File: src/rtl/freqdiv_period_meter.sv
// Measures period and high time of an asynchronous divided clock in wb_clk_i cycles,
// flags lock on repeated equal periods and a stalled input. Define FREQMETER_CHECK_EN for the expected-period compare.
module freqdiv_period_meter #(
   parameter int CNT_W       = 8,
   parameter int LOCK_CNT    = 4,
   parameter int SYNC_STAGES = 2
) (
   input  logic             wb_clk_i,
   input  logic             wb_rst_i,
   input  logic             en,
   input  logic             sig_in,
`ifdef FREQMETER_CHECK_EN
   input  logic [3:0]       exp_n,
   output logic             mismatch_o,
`endif
   output logic [CNT_W-1:0] period_o,
   output logic [CNT_W-1:0] high_o,
   output logic             valid_o,
   output logic             locked_o,
   output logic             ovf_o
);

   // state | meaning
   // IDLE  | disabled, everything cleared
   // ARM   | waiting for the first synced rising edge; still times out on a stall
   // MEAS  | counting between rising edges, reporting each completed period
   typedef enum logic [1:0] {IDLE, ARM, MEAS} state_t;

   localparam int M_W = $clog2(LOCK_CNT + 1);
   localparam logic [CNT_W-1:0] CNT_MAX = '1;
   localparam logic [M_W-1:0] MATCH_MAX = M_W'(LOCK_CNT);

   state_t                 state;
   logic [SYNC_STAGES-1:0] sync_q;
   logic                   s;
   logic                   s_d;
   logic                   rise;
   logic [CNT_W-1:0]       period_cnt;
   logic [CNT_W-1:0]       high_cnt;
   logic [M_W-1:0]         match_cnt;
   logic [M_W-1:0]         match_nxt;

   assign s    = sync_q[SYNC_STAGES-1];
   assign rise = s & ~s_d;

   // The synchronizer runs regardless of en so edge history is valid when enabled.
   always_ff @(posedge wb_clk_i or posedge wb_rst_i) begin
      if (wb_rst_i) begin
         sync_q <= '0;
         s_d    <= 1'b0;
      end else begin
         sync_q <= {sync_q[SYNC_STAGES-2:0], sig_in};
         s_d    <= s;
      end
   end

   always_comb begin
      match_nxt = M_W'(1);
      if (period_cnt == period_o && match_cnt != '0)
         match_nxt = (match_cnt == MATCH_MAX) ? MATCH_MAX : match_cnt + M_W'(1);
   end

   always_ff @(posedge wb_clk_i or posedge wb_rst_i) begin
      if (wb_rst_i) begin
         state      <= IDLE;
         period_cnt <= '0;
         high_cnt   <= '0;
         match_cnt  <= '0;
         period_o   <= '0;
         high_o     <= '0;
         valid_o    <= 1'b0;
         locked_o   <= 1'b0;
         ovf_o      <= 1'b0;
`ifdef FREQMETER_CHECK_EN
         mismatch_o <= 1'b0;
`endif
      end else if (!en) begin
         state      <= IDLE;
         period_cnt <= '0;
         high_cnt   <= '0;
         match_cnt  <= '0;
         period_o   <= '0;
         high_o     <= '0;
         valid_o    <= 1'b0;
         locked_o   <= 1'b0;
         ovf_o      <= 1'b0;
`ifdef FREQMETER_CHECK_EN
         mismatch_o <= 1'b0;
`endif
      end else begin
         valid_o <= 1'b0;
`ifdef FREQMETER_CHECK_EN
         mismatch_o <= 1'b0;
`endif
         case (state)
            IDLE: begin
               state      <= ARM;
               period_cnt <= '0;
               high_cnt   <= '0;
            end
            ARM: begin
               if (rise) begin
                  state      <= MEAS;
                  period_cnt <= CNT_W'(1);
                  high_cnt   <= CNT_W'(1);
               end else if (period_cnt == CNT_MAX) begin
                  ovf_o      <= 1'b1;
                  locked_o   <= 1'b0;
                  match_cnt  <= '0;
                  period_cnt <= '0;
               end else begin
                  period_cnt <= period_cnt + CNT_W'(1);
               end
            end
            MEAS: begin
               // A rise on the terminal count still completes a max-length period.
               if (rise) begin
                  period_o   <= period_cnt;
                  high_o     <= high_cnt;
                  valid_o    <= 1'b1;
                  match_cnt  <= match_nxt;
                  locked_o   <= (match_nxt == MATCH_MAX);
`ifdef FREQMETER_CHECK_EN
                  mismatch_o <= (period_cnt != CNT_W'(exp_n));
`endif
                  period_cnt <= CNT_W'(1);
                  high_cnt   <= CNT_W'(1);
               end else if (period_cnt == CNT_MAX) begin
                  state      <= ARM;
                  ovf_o      <= 1'b1;
                  locked_o   <= 1'b0;
                  match_cnt  <= '0;
                  period_cnt <= '0;
                  high_cnt   <= '0;
               end else begin
                  period_cnt <= period_cnt + CNT_W'(1);
                  if (s)
                     high_cnt <= high_cnt + CNT_W'(1);
               end
            end
            default: state <= IDLE;
         endcase
      end
   end

endmodule

File: config.mk
export PLATFORM = sky130hd
export DESIGN_NAME = freqdiv_period_meter
export DESIGN_NICKNAME = d
export VERILOG_FILES = /design/src/rtl/freqdiv_period_meter.sv
export SDC_FILE = /design/constraint.sdc
export NUM_CORES = 1
export LEC_CHECK = 0
export BUFFER_PORTS_ARGS = -buffer_cell sky130_fd_sc_hd__buf_2
export CORE_MARGIN = 3
export CORE_UTILIZATION = 58
export DETAILED_ROUTE_END_ITERATION = 16
export GPL_ROUTABILITY_DRIVEN = 0
export PLACE_DENSITY_LB_ADDON = 0.1
export SETUP_SLACK_MARGIN = 0.05
export SYNTH_ARGS = -nofsm -noshare
export SYNTH_HDL_FRONTEND = slang
export SYNTH_SLANG_ARGS = --single-unit
File: constraint.sdc
create_clock -name wb_clk_i -period 2.54 [get_ports wb_clk_i]
set_input_delay 0.381 -clock wb_clk_i [delete_from_list [all_inputs] [get_ports wb_clk_i]]
set_output_delay 0.381 -clock wb_clk_i [all_outputs]
set_load 0.05 [all_outputs]
* Word level (Yosys, flattened, before mapping) *
Cells that the tools add are included.
W data, S select, Z words.

word-level totals
  word-level logic and storage cells = 84
  register bits = 43
  output and inout port bits = 19

operators by class
  reduce and logical (&&, ||, !) cells = 9
  $add $sub $neg = 3
  bitwise operators = 2
  muxes and demuxes = 40
  equality and inequality tests = 19

operators with widths
  operator               count
  $mux W8                14
  $pmux W8 S3            1
  $mux W3                6
  $add A8 B1 Y8 const B  2
  $pmux W8 S2            1
  $ne A3 B3 Y1 const B   4
  $mux W1                11
  $reduce_and A3 Y1      3
  $eq A8 B8 Y1           1
  $eq A8 B8 Y1 const B   1
  $mux W2                4
  $eq A3 B3 Y1 const B   2
  $ne A2 B1 Y1 const B   3
  $pmux W2 S3            1
  $pmux W3 S2            1
  $ne A5 B5 Y1 const B   1
  $ne A2 B2 Y1 const B   2
  $ne A4 B1 Y1 const B   1
  $reduce_and A2 Y1      2
  $add A3 B1 Y3 const B  1
  $ne A3 B1 Y1 const B   1
  $ne A3 B2 Y1 const B   1
  $reduce_bool A3 Y1     1
  $eq A2 B1 Y1 const B   1
  other kinds (7)        7

* Longest topological paths before layout *
  depth in word-level cells = 7
  gate-level depth with buffers = 8
  depth with buffers taken out = 6

* Worst setup path before layout *
Ideal clock, no wire load.

  path type = flip-flop to flip-flop
  start = register state[1]
  end = register high_cnt[0]
  slack = 654 ps
  data required time = 2,413 ps
  stages on the path, launching flop included = 8
  arrival time = 1,759 ps
  path buffers = 2
  path through = dfrtp_1 -> inv_1 -> ha_1 -> buf_2 -> o211ai_1 -> and2_1 -> buf_4 -> mux2_1

between the ends
  longest elaborated chain between the ends = 3
  elaborated cells between the ends (all ways) = 9
  classes of those cells = 5 x eq/ne; 2 x mux; 2 x reduce/logical

RTL lines
  what                                                    line  RTL
  start: declaration                                      33    state_t state;
  start signal: assignment                                65    state <= IDLE;
  start signal: assignment                                78    state <= IDLE;
  start signal: assignment                                97    state <= ARM;
  $eq A2 B2 Y1 (tied with other cells)                    95    case (state)
  $ne A5 B5 Y1 (no line) (tied with other cells)          -
  $reduce_and A3 Y1 (no line) or $mux W8 (tied branches)  -
  end signal: assignment                                  138   high_cnt <= high_cnt + CNT_W'(1);
  end: declaration                                        39    logic [CNT_W-1:0] high_cnt;

Parallel ways exist; a longest one is shown, timed or not.
A chain may end at the register's enable or synchronous reset.

* Worst setup path after layout *
Ends and elaborated chain as after synthesis.

==> impl_metrics.ini <==
[placement]
placed_area_um2 = 2459
dpl.hpwl_um = 3774
io_buffers = 22

[clocking]
root_buffer = clkbuf_8
clock_latency_ps = 300
clock-sinks = 43
ctsHoldBuffers = 0
cts-resized-gates = 0
cts_tree = yes
htreeDepth = 2
postCtsSetupRepairBufs = 0
cts_max_path_buffers = 2
cts.clk_slew.worst_paths_ps = 70
numCtsBuffers = 5

[floorplanning]
die_width_um = 69.48
ios = 23
die_y_um = 69.48
initial_core_util_pct = 61.98
dieArea_um2 = 4827
core-area_um2 = 3771
rows = 22

[power_and_ir_drop]
power.density_nw_per_um2 = 632.8
leakage_uw = 0.001235
ir_drop_mv = 0.3495

[worst_setup_path]
crit_start = state[1]
cp-endpoint = high_cnt[0]
cp_max_fo = 9
crit_path_end_kind = flop
cp-start-kind = flop
crit_required_ps = 2720
crit_chain = inv_1, ha_1, nand3b_1, o211ai_1, and2_1, mux2_1
cp.arrival_ps = 2410
rr_endpoint = high_cnt[0]
critPathSlowestCell = dfrtp_1
r2r_slack_ps = 310
reg2reg_depth = 6
cp_slowest_stage_delay_ps = 420
r2r_start = state[1]
crit_type = flop to flop

[detailed_routing]
route.met3.wl_um = 284
ant_nets = 0
wl_per_cell_um = 17.57
dr.pass1.iters = 4
vias_per_cell = 6.531
first_iter_violations = 138
wl_um = 5060
routed-wl-met2_um = 2447
highest_layer = met4
vias = 1881
wl_met1_um = 2151
route.detailed.drc = 0

[timing]
skew_ps = 4.354
worst-slew-pin-transition_ps = 640.7
fin_tns_setup_ps = 0
drv_slew = 0
max_slew_margin_pct = 57.21
rsz0062_at_grt = no
fin_crit_ps = 2225
period_share_pct = 87.60
fmax_mhz = 449.4
finalHoldViolCount = 0
setup_violations = 0

[global_routing]
overflow = 0
grt_pass1_vias = 1795
grt_pass1_wl_um = 8645
grt_max_degree = 44
grt.total_usage_pct = 22.53
antenna_found_initial = 0

[logic_synthesis]
synth.area.top_cells = dfrtp_1, a22o_1, ha_1
synth.net_count = 233
async_flop_share_pct = 100.0
synth_top_area_cell = dfrtp_1
syn_area_per_cell_um2 = 10.58
ys_types = 49
synth-seq-cells = 43
synth-main-ff-cell = dfrtp_1
synth_top_area_share_pct = 46.04
yosysWarnings = 0
syn-cell-area_um2 = 2337
synth_edf_count = 0
syn_inst = 221
synthTopCellsByCount = dfrtp_1, a22o_1, nor2_1
yosysMostFrequentCell = dfrtp_1
ys_seq_area_share_pct = 46.04

[job]
maxCapViolCount = 0

[hold_path]
worstHoldPathType = primary input to flop

[finish]
antenna_cells = 0
fin_nets = 252
n_fill_cell = 294
area_growth_pct = 9.583
seq_area_um2 = 1076
layout-drive-gt1-share_pct = 17.08
multiInputGateArea_um2 = 1134
final_cell_area_um2 = 2561

[run_status]
run_status = complete, no violations
sequential cells by signal, indices dropped and copies added, names as in the netlist:
| signal | flops |
|---|---|
| high_cnt | 8 |
| high_o | 8 |
| period_cnt | 8 |
| period_o | 8 |
| match_cnt | 3 |
| state | 2 |
| sync_q | 2 |
| locked_o | 1 |
| ovf_o | 1 |
| s_d | 1 |
| valid_o | 1 |
critical path: cells and delay by family (launching register included):
family          cells  cell delay (ps)
flops               1              420
buf+inv             1              100
fa+ha+maj           1              360
mux                 1              360
simple gates        2              560
compound gates      1              310
cell families after synthesis:
kind of cell | after synthesis | synth area share, %
xor gates and xnor gates | 8 | 2.998
AOI/OAI and AO/OA | 73 | 25.11
adders and majority gates | 8 | 4.283
and+or+nand+nor | 62 | 15.63
muxes | 1 | 0.4818
buffers and inverters | 26 | 5.460
DFF | 43 | 46.04
placed cells by master (no fill, tap or decap), types with 2 or more instances in the layout:
cell	count
dfrtp_1	43
buf_2	22
a22o_1	19
nor2_1	13
inv_1	11
o21ai_0	11
nand2_1	10
a21oi_1	9
xor2_1	8
nand3_1	8
ha_1	8
o211ai_1	7
a31oi_1	6
a32o_1	6
nor3_1	5
clkbuf_8	5
buf_4	5
nor2b_1	4
nand4_1	4
and3_1	3
or3b_2	2
nor4_1	2
o21a_1	2
where the power goes:
part	switching (µW)	internal [µW]	total [µW]
clock network	222	288	510
registers	49.9	713	763
logic	222	125	348
total	494	1130	1620
metal layers:
layer  GRT usage (%)  vias up
met4           11.06        0
met2           34.96       76
met3           4.783       17
met1           29.91      919
li1                -      869
met5               0        -
cell type report:
cell class | instances | share of cell area [%]
Clock inverter | 1 | 1.172
Sequential cell | 43 | 42.01
Multi-Input combinational cell | 152 | 44.26
Clock buffer | 6 | 2.833
Tap cell | 48 | 2.345
Inverter | 11 | 1.612
Timing Repair Buffer | 27 | 5.765
per-stage QoR:
step	std cells	power (µW)	hold slack, ps	setup WS [ps]	utilization [%]
6_report	288	1621	185.9	314.9	67.92
5_1_grt	288	1713	177.9	201.7	67.92
2_1_floorplan	221	1046	331.2	653.8	-
3_5_place_dp	281	1118	347.1	348.3	65.20
4_1_cts	288	1629	180.8	348.2	67.92
3_3_place_gp	281	1098	343.9	519.8	65.20
worst min path at each step:
stage                    from         to  slack, ps  depth (start not counted)
floorplan           sync_q[0]  sync_q[1]        330                          0
global placement    sync_q[0]  sync_q[1]        340                          0
detailed placement  sync_q[0]  sync_q[1]        350                          0
CTS                    sig_in  sync_q[0]        180                          1
global route           sig_in  sync_q[0]        180                          1
finish                 sig_in  sync_q[0]        190                          1
No activity file was read; power rests on OpenSTA's default activity.
